==> src/rtl/bus_arbiter.sv <==
// bus_arbiter: round-robin arbiter for the shared 32-bit data bus.
// Drives one-hot grant vectors into the tristate driver enables and inserts a
// dead turnaround cycle between bus owners.
// Optional watchdog: define BUS_ARB_TIMEOUT_EN to revoke grants held longer
// than TIMEOUT cycles (timeout_err pulses for the forced TURN cycle).
module bus_arbiter #(
    parameter int NUM_MASTERS = 4,
    parameter int OWNER_W     = 2,
    parameter int TIMEOUT     = 15,
    parameter int CNT_W       = 4
) (
    input  logic                   clock,
    input  logic                   reset_n,
    input  logic [NUM_MASTERS-1:0] req,
    input  logic [NUM_MASTERS-1:0] done,
    output logic [NUM_MASTERS-1:0] grant,
    output logic [OWNER_W-1:0]     owner,
    output logic                   bus_busy,
    output logic                   timeout_err
);

    typedef enum logic [1:0] {
        IDLE  = 2'd0,
        GRANT = 2'd1,
        TURN  = 2'd2
    } state_t;

    if (NUM_MASTERS < 2 || OWNER_W != $clog2(NUM_MASTERS) || TIMEOUT >= (1 << CNT_W)) begin : g_param_check
        $error("bus_arbiter: illegal parameter combination");
    end

    state_t                   state_q, state_d;
    logic [NUM_MASTERS-1:0]   grant_q, grant_d;
    logic [OWNER_W-1:0]       owner_q, owner_d;
    logic [OWNER_W-1:0]       last_q, last_d;
    logic [OWNER_W-1:0]       sel;
    logic [OWNER_W-1:0]       idx;
    logic                     any_req;
    logic                     release_c;
    logic                     timeout_hit;

    // Round-robin pick: scan offsets from the far end down so the requester
    // closest after the last owner is the one left in sel.
    always_comb begin
        any_req = 1'b0;
        sel     = '0;
        idx     = '0;
        for (int i = NUM_MASTERS; i >= 1; i--) begin
            idx = OWNER_W'((int'(last_q) + i) % NUM_MASTERS);
            if (req[idx]) begin
                any_req = 1'b1;
                sel     = idx;
            end
        end
    end

    // The owner gives up the bus by strobing done or dropping its request.
    assign release_c = done[owner_q] || !req[owner_q];

`ifdef BUS_ARB_TIMEOUT_EN
    logic [CNT_W-1:0] cnt_q;
    logic             terr_q;

    assign timeout_hit = ((cnt_q + CNT_W'(1)) == CNT_W'(TIMEOUT));

    // Watchdog: counter sits at zero outside GRANT, so it restarts on every
    // new tenure; the error flag marks the TURN cycle of a forced release.
    always_ff @(posedge clock or negedge reset_n) begin
        if (!reset_n) begin
            cnt_q  <= '0;
            terr_q <= 1'b0;
        end else begin
            cnt_q  <= (state_q == GRANT) ? cnt_q + CNT_W'(1) : '0;
            terr_q <= (state_q == GRANT) && !release_c && timeout_hit;
        end
    end

    assign timeout_err = terr_q;
`else
    assign timeout_hit = 1'b0;
    assign timeout_err = 1'b0;
`endif

    // Next-state and next-output logic for the IDLE/GRANT/TURN sequence.
    always_comb begin
        // NOTE: every target gets a default first so no path leaves it unassigned (no latch).
        state_d = state_q;
        grant_d = grant_q;
        owner_d = owner_q;
        last_d  = last_q;
        unique case (state_q)
            IDLE, TURN: begin
                if (any_req) begin
                    grant_d = NUM_MASTERS'(1) << sel;
                    owner_d = sel;
                    last_d  = sel;
                    state_d = GRANT;
                end else begin
                    grant_d = '0;
                    state_d = IDLE;
                end
            end
            GRANT: begin
                if (release_c || timeout_hit) begin
                    grant_d = '0;
                    state_d = TURN;
                end
            end
            default: begin
                grant_d = '0;
                state_d = IDLE;
            end
        endcase
    end

    // State and output registers; reset clears the bus immediately.
    always_ff @(posedge clock or negedge reset_n) begin
        if (!reset_n) begin
            state_q <= IDLE;
            grant_q <= '0;
            owner_q <= '0;
            last_q  <= OWNER_W'(NUM_MASTERS - 1);
        end else begin
            // NOTE: non-blocking assignments so all registers update from pre-edge values.
            state_q <= state_d;
            grant_q <= grant_d;
            owner_q <= owner_d;
            last_q  <= last_d;
        end
    end

    assign grant    = grant_q;
    assign owner    = owner_q;
    assign bus_busy = |grant_q;

endmodule

==> config.mk <==
export PLATFORM = sky130hd
export DESIGN_NAME = bus_arbiter
export DESIGN_NICKNAME = d
export VERILOG_FILES = /design/src/rtl/bus_arbiter.sv
export SDC_FILE = /design/constraint.sdc
export NUM_CORES = 1
export LEC_CHECK = 0
export CORE_AREA = 5 5 42 44
export CTS_BUF_LIST = sky130_fd_sc_hd__clkbuf_4 sky130_fd_sc_hd__clkbuf_8
export CTS_CLUSTER_DIAMETER = 50
export CTS_CLUSTER_SIZE = 8
export DETAILED_ROUTE_END_ITERATION = 6
export DIE_AREA = 0 0 47 49
export DONT_BUFFER_PORTS = 1
export PLACE_DENSITY = 0.62
export SLEW_MARGIN = 20
export SYNTH_ARGS = -nofsm -noshare
export SYNTH_HDL_FRONTEND = slang
export SYNTH_SLANG_ARGS = --single-unit
==> constraint.sdc <==
create_clock -name clock -period 4.15 [get_ports clock]
set_clock_uncertainty 0.2 [all_clocks]
set_input_delay 0.2075 -clock clock [delete_from_list [all_inputs] [get_ports clock]]
set_output_delay 0.2075 -clock clock [all_outputs]
set_load 0.005 [all_outputs]
**Word level (Yosys, flattened, before mapping)**

Index checks and enable logic that the tools add are counted.

- Add/subtract/negate cells: 4
- Eq/ne operators: 3
- Muxes and demuxes: 26
- Shift operators: 1
- Order comparisons: 5
- Reduce and logical (&&, ||, !) cells: 6

Operators with widths:

| cell | number |
|---|---|
| $lt 2x3->1 const B | 5 |
| $bmux 1 s2 | 6 |
| $mux 1 | 11 |
| $mux 2 | 5 |
| $mux 4 | 2 |
| $pmux 4 s2 | 1 |
| $add 2x1->2 const B | 2 |
| $add 2x2->2 const B | 2 |
| $pmux 2 s2 | 1 |
| $reduce_or 4->1 | 1 |
| $shl 1x2->4 const A | 1 |
| $eq 2x1->1 const B | 1 |
| $eq 2x2->1 const B | 1 |
| $logic_not 2->1 | 1 |
| $ne 2x2->1 const B | 1 |
| $reduce_and 2->1 | 1 |
| $reduce_or 2->1 | 1 |
| $logic_not 1->1 | 1 |
| $logic_or 1x1->1 | 1 |

- Input bits: 10
- Logic and storage cells: 49
- Bits in registers: 10

**Logic depth before layout (Yosys ltp)**

Gate-level depths: netlist of the first run.

- Word-level depth: 10
- Gate-level depth with buffers: 5
- Depth with buffers taken out: 4

**Worst setup path after synthesis of the first run**

Ideal clock, no wire load.

- Path type: flip-flop to flip-flop
- Start point: register owner_q[1], in the netlist owner[1]
- End point: register state_q[0]
- Path buffers: 0
- Arrival time: 1.359 ns
- Period minus slack after synthesis: 1.683 ns
- Data required time: 3.826 ns
- Cell stages (with the launch flop): 5
- Library setup time: 0.124 ns
- Path slack: 2.467 ns
- Cell sequence: dfrtp_1 inv_2 mux4_2 and3b_4 or2_1

- Cells in the longest elaborated chain, start to end: 5

Ends and longest elaborated chain:

| what | line | source |
|---|---|---|
| from (decl) | 34 | `logic [OWNER_W-1:0] owner_q, owner_d;` |
| from (signal assigned) | 127 | `owner_q <= owner_d;` |
| $bmux 1 s2 | 58 | `assign release_c = done[owner_q] \|\| !req[owner_q];` |
| $mux 1 (not written as such) | 58 |  |
| $logic_not 1->1 | 58 |  |
| $logic_or 1x1->1 * | 58 |  |
| $ne 2x2->1 (no source line) * | -- |  |
| to (signal assigned) | 125 | `state_q <= state_d;` |
| to (decl) | 32 | `state_t state_q, state_d;` |

Every way passes the cells marked *; elsewhere a longest branch is shown, timed or not. The select of a mux whose other input is x is not followed.
A chain may end at the register's enable or synchronous reset.

**Worst setup path in the final report of the first run**

Ends and elaborated chain as after synthesis.

==> results of run 1 <==
layout make-up:
class                   count  area, sq um  area share (%)
well taps                  16         20.0            3.26
inverters                   2         7.51            1.22
clock buffers               4         36.3            5.91
repair buffers              1         10.0            1.63
flip-flops and latches     10          253            41.1
multi-input cells          43          288            46.8
sequential cells by signal, indices dropped and copies added (netlist names):
name	count
owner	2
grant	4
last_q	2
state_q	2
where the power goes:
group	internal, mW	total, mW	leakage [nW]	switching (mW)
clock	0.0533	0.0867	0.0210	0.0334
sequential	0.152	0.205	0.122	0.0528
combinational	0.0682	0.146	0.104	0.0778
total	0.273	0.437	0.247	0.164
critical path, stage by stage (launching register included):
cell and delay [ns]:
dfrtp_1 0.40, inv_2 0.07, mux4_2 0.51, and3b_4 0.23, or2_1 0.22
through the flow:
| step | power (mW) | utilization (%) | area [sq um] | instances |
|---|---|---|---|---|
| final | 0.437 | 43.8 | 614 | 76 |
| after global routing | 0.478 | 43.8 | 614 | 76 |
| after CTS | 0.445 | 43.8 | 614 | 76 |
| after detailed placement | 0.350 | 40.5 | 568 | 71 |
| after global placement | 0.351 | 40.5 | 568 | 71 |
| after floorplan | 0.315 | - | 563 | 58 |
cell usage after synthesis (2+ instances only):
| library cell | number | area, sq um |
|---|---|---|
| nor2_1 | 5 | 18.8 |
| nor3b_1 | 2 | 15.0 |
| nand2_1 | 2 | 7.51 |
| dfstp_2 | 2 | 52.6 |
| o21ai_0 | 4 | 20.0 |
| o2bb2ai_1 | 4 | 35.0 |
| dfrtp_1 | 8 | 200 |
| a21oi_1 | 7 | 35.0 |
| clkbuf_1 | 2 | 7.51 |
| nand2b_1 | 2 | 12.5 |
| o221ai_1 | 2 | 17.5 |
| nor2b_1 | 5 | 31.3 |
worst max path at each step:
stage	from	endpoint	slack (ns)	cells after the start
after detailed placement	owner[1]	state_q[0]	2.42	4
after global placement	owner[1]	state_q[0]	2.43	4
after floorplan	owner[1]	state_q[0]	2.47	4
after CTS	owner[1]	state_q[0]	2.40	4
final	owner[1]	state_q[0]	2.41	4
after global routing	owner[1]	state_q[0]	2.36	4
logic make-up after synthesis:
group / count (synthesis) / share of synthesized area (%)
AOI/OAI and AO/OA: 20 / 24.0
other: 1 / 0.666
buffers and inverters: 5 / 4.00
and+or+nand+nor: 20 / 20.7
DFF: 10 / 44.9
muxes: 2 / 5.78
layer usage:
metal  wire [um]  GRT usage [%]  vias to the layer above
li1            -              -                      216
met2         583           17.2                       19
met3         143           6.27                        0
met5           0              0                        -
met4           0           6.91                        0
met1         520           16.7                      211
layout by cell type (no fill, tap or decap), types with 2 or more instances in the layout:
cell type  Yosys  final
o21ai_0        4      4
nor2b_1        5      5
o2bb2ai_1      4      4
nor3b_1        2      2
dfstp_2        2      2
nand2b_1       2      2
a21oi_1        7      7
clkbuf_4       0      3
nor2_1         5      5
nand2_1        2      2
o221ai_1       2      2
dfrtp_1        8      8
==> impl_metrics.json, run 1 <==
{
  "rows": 14,
  "syn_inst": 58,
  "critical_path_class": "reg2reg",
  "power_leakage_nw": 0.247,
  "start_util_pct": 40.2,
  "synth_ff_type": "dfrtp_1",
  "worst_hold_path_type": "in2reg",
  "syn_to_final_growth_pct": 9.11,
  "synth_edf_count": 0,
  "grt_max_degree": 11,
  "clk_latency_ns": 0.26,
  "tightest_slew_ns": 0.567,
  "antenna_found_initial": 0,
  "fin_ws_ns": 2.41,
  "rr_worst_depth": 4,
  "worstPathRequired_ns": 4.10,
  "async_flop_share_pct": 100,
  "run_status": "finished clean",
  "routed_wl_um": 1250,
  "wire_per_inst_um": 16.4,
  "ys_seq_area_share_pct": 44.9,
  "reg2reg_slack_ns": 2.41,
  "cts_hold_buf": 1,
  "tns_ns": 0,
  "grt_usage_pct": 12.9,
  "coreArea_sq_um": 1400,
  "h-tree-depth": 1,
  "cts_num_sinks": 10,
  "worstReg2RegEnd": "state_q[0]",
  "drc": 0,
  "ys_seq_elements": 10,
  "die_y_um": 49,
  "whs_ns": 0.0547,
  "die-area_sq_um": 2300,
  "grt_pass1_vias": 466,
  "cts-root-buf": "clkbuf_4",
  "synthesis.nets": 68,
  "crit_path_max_fanout": 5,
  "post-route-period-util_pct": 41.9,
  "power.density_nw_per_um2": 712,
  "place_ws_ns": 2.42,
  "crit_arrival_ns": 1.69,
  "synth_area_sq_um": 563,
  "io_pins": 18,
  "period_needed_ns": 1.74,
  "post_cts_buffers": 0,
  "finalHoldViolCount": 0,
  "port_buffers": 0,
  "finalMaxSlewViolations": 0,
  "synth.distinct_cells": 25,
  "clock_path_buffers": 2,
  "num_vias": 446,
  "hp-start": "req[2]",
  "setup_viol": 0,
  "worst_slew_margin_rel_pct": 62.2,
  "drt_first_pass_iters": 4,
  "cts_resized": 0,
  "drive_gt1_share_pct": 16.7,
  "yosys_warnings": 0,
  "grt-ovfl-total": 0,
  "dp_hpwl_um": 943,
  "holdPathEnd": "last_q[0]",
  "tritoncts": "done",
  "place.gp.congestion": 0.849,
  "ir_drop_uv": 220,
  "r2r-start": "owner[1]",
  "rsz0062_at_grt": "false",
  "antenna_left": 0,
  "num_antenna_cells": 0,
  "hold_path_depth": 2,
  "vias_per_cell": 5.87,
  "fillers": 149,
  "start_kind": "flip-flop",
  "cts_made_buffers": 3,
  "syn_area_per_cell_sq_um": 9.71,
  "drt-initial-drc-count": 21,
  "grt_pass1_wl_um": 2060,
  "max_freq_mhz": 576,
  "max-cap-violations": 0,
  "fp.dieW_um": 47,
  "final_nets": 71,
  "clkSlewWorstSetupHoldPaths_ns": 0.06,
  "cp-end-kind": "flip-flop"
}
Power figures use the tool's default switching activity.
==> inputs of run 2 (changes only) <==
--- a/config.mk
+++ b/config.mk
@@ -5,6 +5,7 @@
 export SDC_FILE = /design/constraint.sdc
 export NUM_CORES = 1
 export LEC_CHECK = 0
+export ABC_AREA = 1
 export CORE_AREA = 5 5 42 44
 export CTS_BUF_LIST = sky130_fd_sc_hd__clkbuf_4 sky130_fd_sc_hd__clkbuf_8
 export CTS_CLUSTER_DIAMETER = 50
@@ -12,7 +13,7 @@
 export DETAILED_ROUTE_END_ITERATION = 6
 export DIE_AREA = 0 0 47 49
 export DONT_BUFFER_PORTS = 1
-export PLACE_DENSITY = 0.62
+export PLACE_DENSITY = 0.74
 export SLEW_MARGIN = 20
 export SYNTH_ARGS = -nofsm -noshare
 export SYNTH_HDL_FRONTEND = slang
==> constraint.sdc (replaced) <==
create_clock -name clock -period 1.6 [get_ports clock]
set_clock_uncertainty 0.2 [all_clocks]
set_input_delay 0.08 -clock clock [delete_from_list [all_inputs] [get_ports clock]]
set_output_delay 0.08 -clock clock [all_outputs]
set_load 0.005 [all_outputs]
==> run 2 against run 1 <==
Against the previous run:
- the flow now finishes with violations (negative setup slack)
- maximum frequency increased by 2.5%
- count of clock-buffer cells in the layout did not move
- die area unchanged
- global-route usage up 4.2 points
- register-to-register slack worse by 2.5 ns
- clock power grew to 2.6 times the previous value
- hold slack lost 0.014 ns
- power rose to 5.1 times the previous value
- highest routed layer is now met4
- synthesized area up 27%
==> impl_metrics.json, run 2 <==
{
  "synth_ff_type": "dfrtp_1",
  "finalHoldViolCount": 0,
  "crit_arrival_ns": 1.65,
  "cp-end-kind": "flip-flop",
  "ir_drop_uv": 1140,
  "finalMaxSlewViolations": 0,
  "run_status": "finished, violations left",
  "layout_commonest_cell": "nand2_1",
  "antenna_found_initial": 0,
  "place_ws_ns": -0.117,
  "syn_inst": 102,
  "max_freq_mhz": 590,
  "grt_usage_pct": 17.1,
  "io_pins": 18,
  "ys_seq_area_share_pct": 35.4,
  "h-tree-depth": 1,
  "yosysTopAreaCell": "dfrtp_1",
  "drc": 0,
  "drive_gt1_share_pct": 47.5,
  "worst_hold_path_type": "in2reg",
  "whs_ns": 0.0402,
  "synth_area_sq_um": 714,
  "synth.distinct_cells": 21,
  "synthesis.nets": 112,
  "vias_per_cell": 5.22,
  "hp-start": "done[3]",
  "rows": 14,
  "syn_to_final_growth_pct": 35.6,
  "clk_latency_ns": 0.26,
  "tritoncts": "done",
  "yosysMostFrequentCell": "nand2_1",
  "synthTopCellsByCount": "nand2_1, inv_1, nand2_2",
  "worstPathRequired_ns": 1.56,
  "drt_first_pass_iters": 4,
  "clkSlewWorstSetupHoldPaths_ns": 0.07,
  "clock_path_buffers": 2,
  "total_power_mw": 2.24,
  "start_kind": "flip-flop",
  "grt_pass1_vias": 676,
  "fp.dieW_um": 47,
  "rr_worst_depth": 12,
  "dp_hpwl_um": 1240,
  "yosys_warnings": 0,
  "start_util_pct": 51.0,
  "synth_edf_count": 0,
  "layout_common_cells": "nand2_1, nand2_2, nand2_4, inv_1, dfrtp_1",
  "post-route-util_pct": 69.1,
  "critical_path_class": "reg2reg",
  "antenna_left": 0,
  "synth_top_area_share_pct": 28.0,
  "coreArea_sq_um": 1400,
  "routed_wl_um": 1880,
  "final_cells": 134,
  "tns_ns": -0.444,
  "stdcell_area_sq_um": 968,
  "failed_checks": "negative setup slack",
  "hold_path_depth": 4,
  "async_flop_share_pct": 100,
  "grt_pass1_wl_um": 2870,
  "worstReg2RegEnd": "owner[0]",
  "cts_made_buffers": 3,
  "synth_area_leaders": "dfrtp_1, nand2_1, nand2_2",
  "fin_ws_ns": -0.0947,
  "wire_per_inst_um": 14.0,
  "reg2reg_slack_ns": -0.09,
  "holdPathEnd": "state_q[0]",
  "largest_reg_flops": 4,
  "cts-root-buf": "clkbuf_4",
  "r2r-start": "last_q[0]",
  "power.density_nw_per_um2": 2310,
  "drt-initial-drc-count": 8,
  "num_antenna_cells": 0,
  "postPlaceCellArea_sq_um": 746,
  "post-route-period-util_pct": 106,
  "final_nets": 129,
  "place.gp.congestion": 0.931,
  "die_y_um": 49,
  "max-cap-violations": 0,
  "ys_seq_elements": 10,
  "power_leakage_nw": 0.521,
  "grt_max_degree": 11,
  "placed_cells": 120,
  "grt-ovfl-total": 0,
  "crit_path_max_fanout": 7,
  "num_vias": 699,
  "setup_viol": 6,
  "cts_num_sinks": 10,
  "period_needed_ns": 1.69,
  "rsz0062_at_grt": "true",
  "port_buffers": 0,
  "syn_area_per_cell_sq_um": 7.00,
  "die-area_sq_um": 2300
}
run 2: area by class of cell:
class                      count  area [sq um]
multi-input combinational     77           472
fill                         121           433
sequential                    10           253
timing repair buffer          14           129
inverter                      13          58.8
clock buffer                   4          36.3
tap                           16          20.0
run 2: critical path, stage by stage, from the launching register on:
cell	delay (ns)
dfstp_2	0.55
buf_6	0.11
inv_8	0.05
nand2_4	0.06
nand2_4	0.08
nand2_4	0.09
o21ai_2	0.06
inv_2	0.06
nand2_2	0.05
nand2_2	0.08
nand2_4	0.08
nand2_2	0.08
nand2_1	0.05
run 2: how the worst max path moves through the flow:
| stage | from | endpoint | slack (ns) |
|---|---|---|---|
| floorplan | last_q[0] | grant[1] | 0.008 |
| global placement | last_q[0] | owner[0] | -0.10 |
| detailed placement | last_q[0] | owner[0] | -0.12 |
| CTS | last_q[1] | owner[0] | -0.05 |
| global route | last_q[0] | grant[3] | -0.16 |
| finish | last_q[0] | owner[0] | -0.09 |
run 2: metal layers:
layer,share of wire (%),GRT usage [%]
met4,1.2,6.45
met1,39,19.9
met3,5.8,3.69
met2,54,29.2
met5,0,0
run 2: power by group:
part / internal [mW] / switching [mW] / total [mW]
Sequential: 0.380 / 0.0965 / 0.476
Clock: 0.138 / 0.0880 / 0.226
Combinational: 0.619 / 0.914 / 1.53
run 2: repair_timing:
item                                    in CTS  in global routing
endpoints found under the setup margin       9                 10
buffers inserted                             4                  2
resized for setup                           13                 17
hold buffers                                 4                  0
hold endpoints to repair                    13                  0
pin swaps                                    1                 11
run 2: logic make-up after synthesis:
kind of cell    count (synthesis)  synth area share (%)
compound gates                 13                  12.3
other cells                     1                 0.525
flops                          10                  35.4
simple gates                   63                  41.3
buf+inv                        15                  10.5
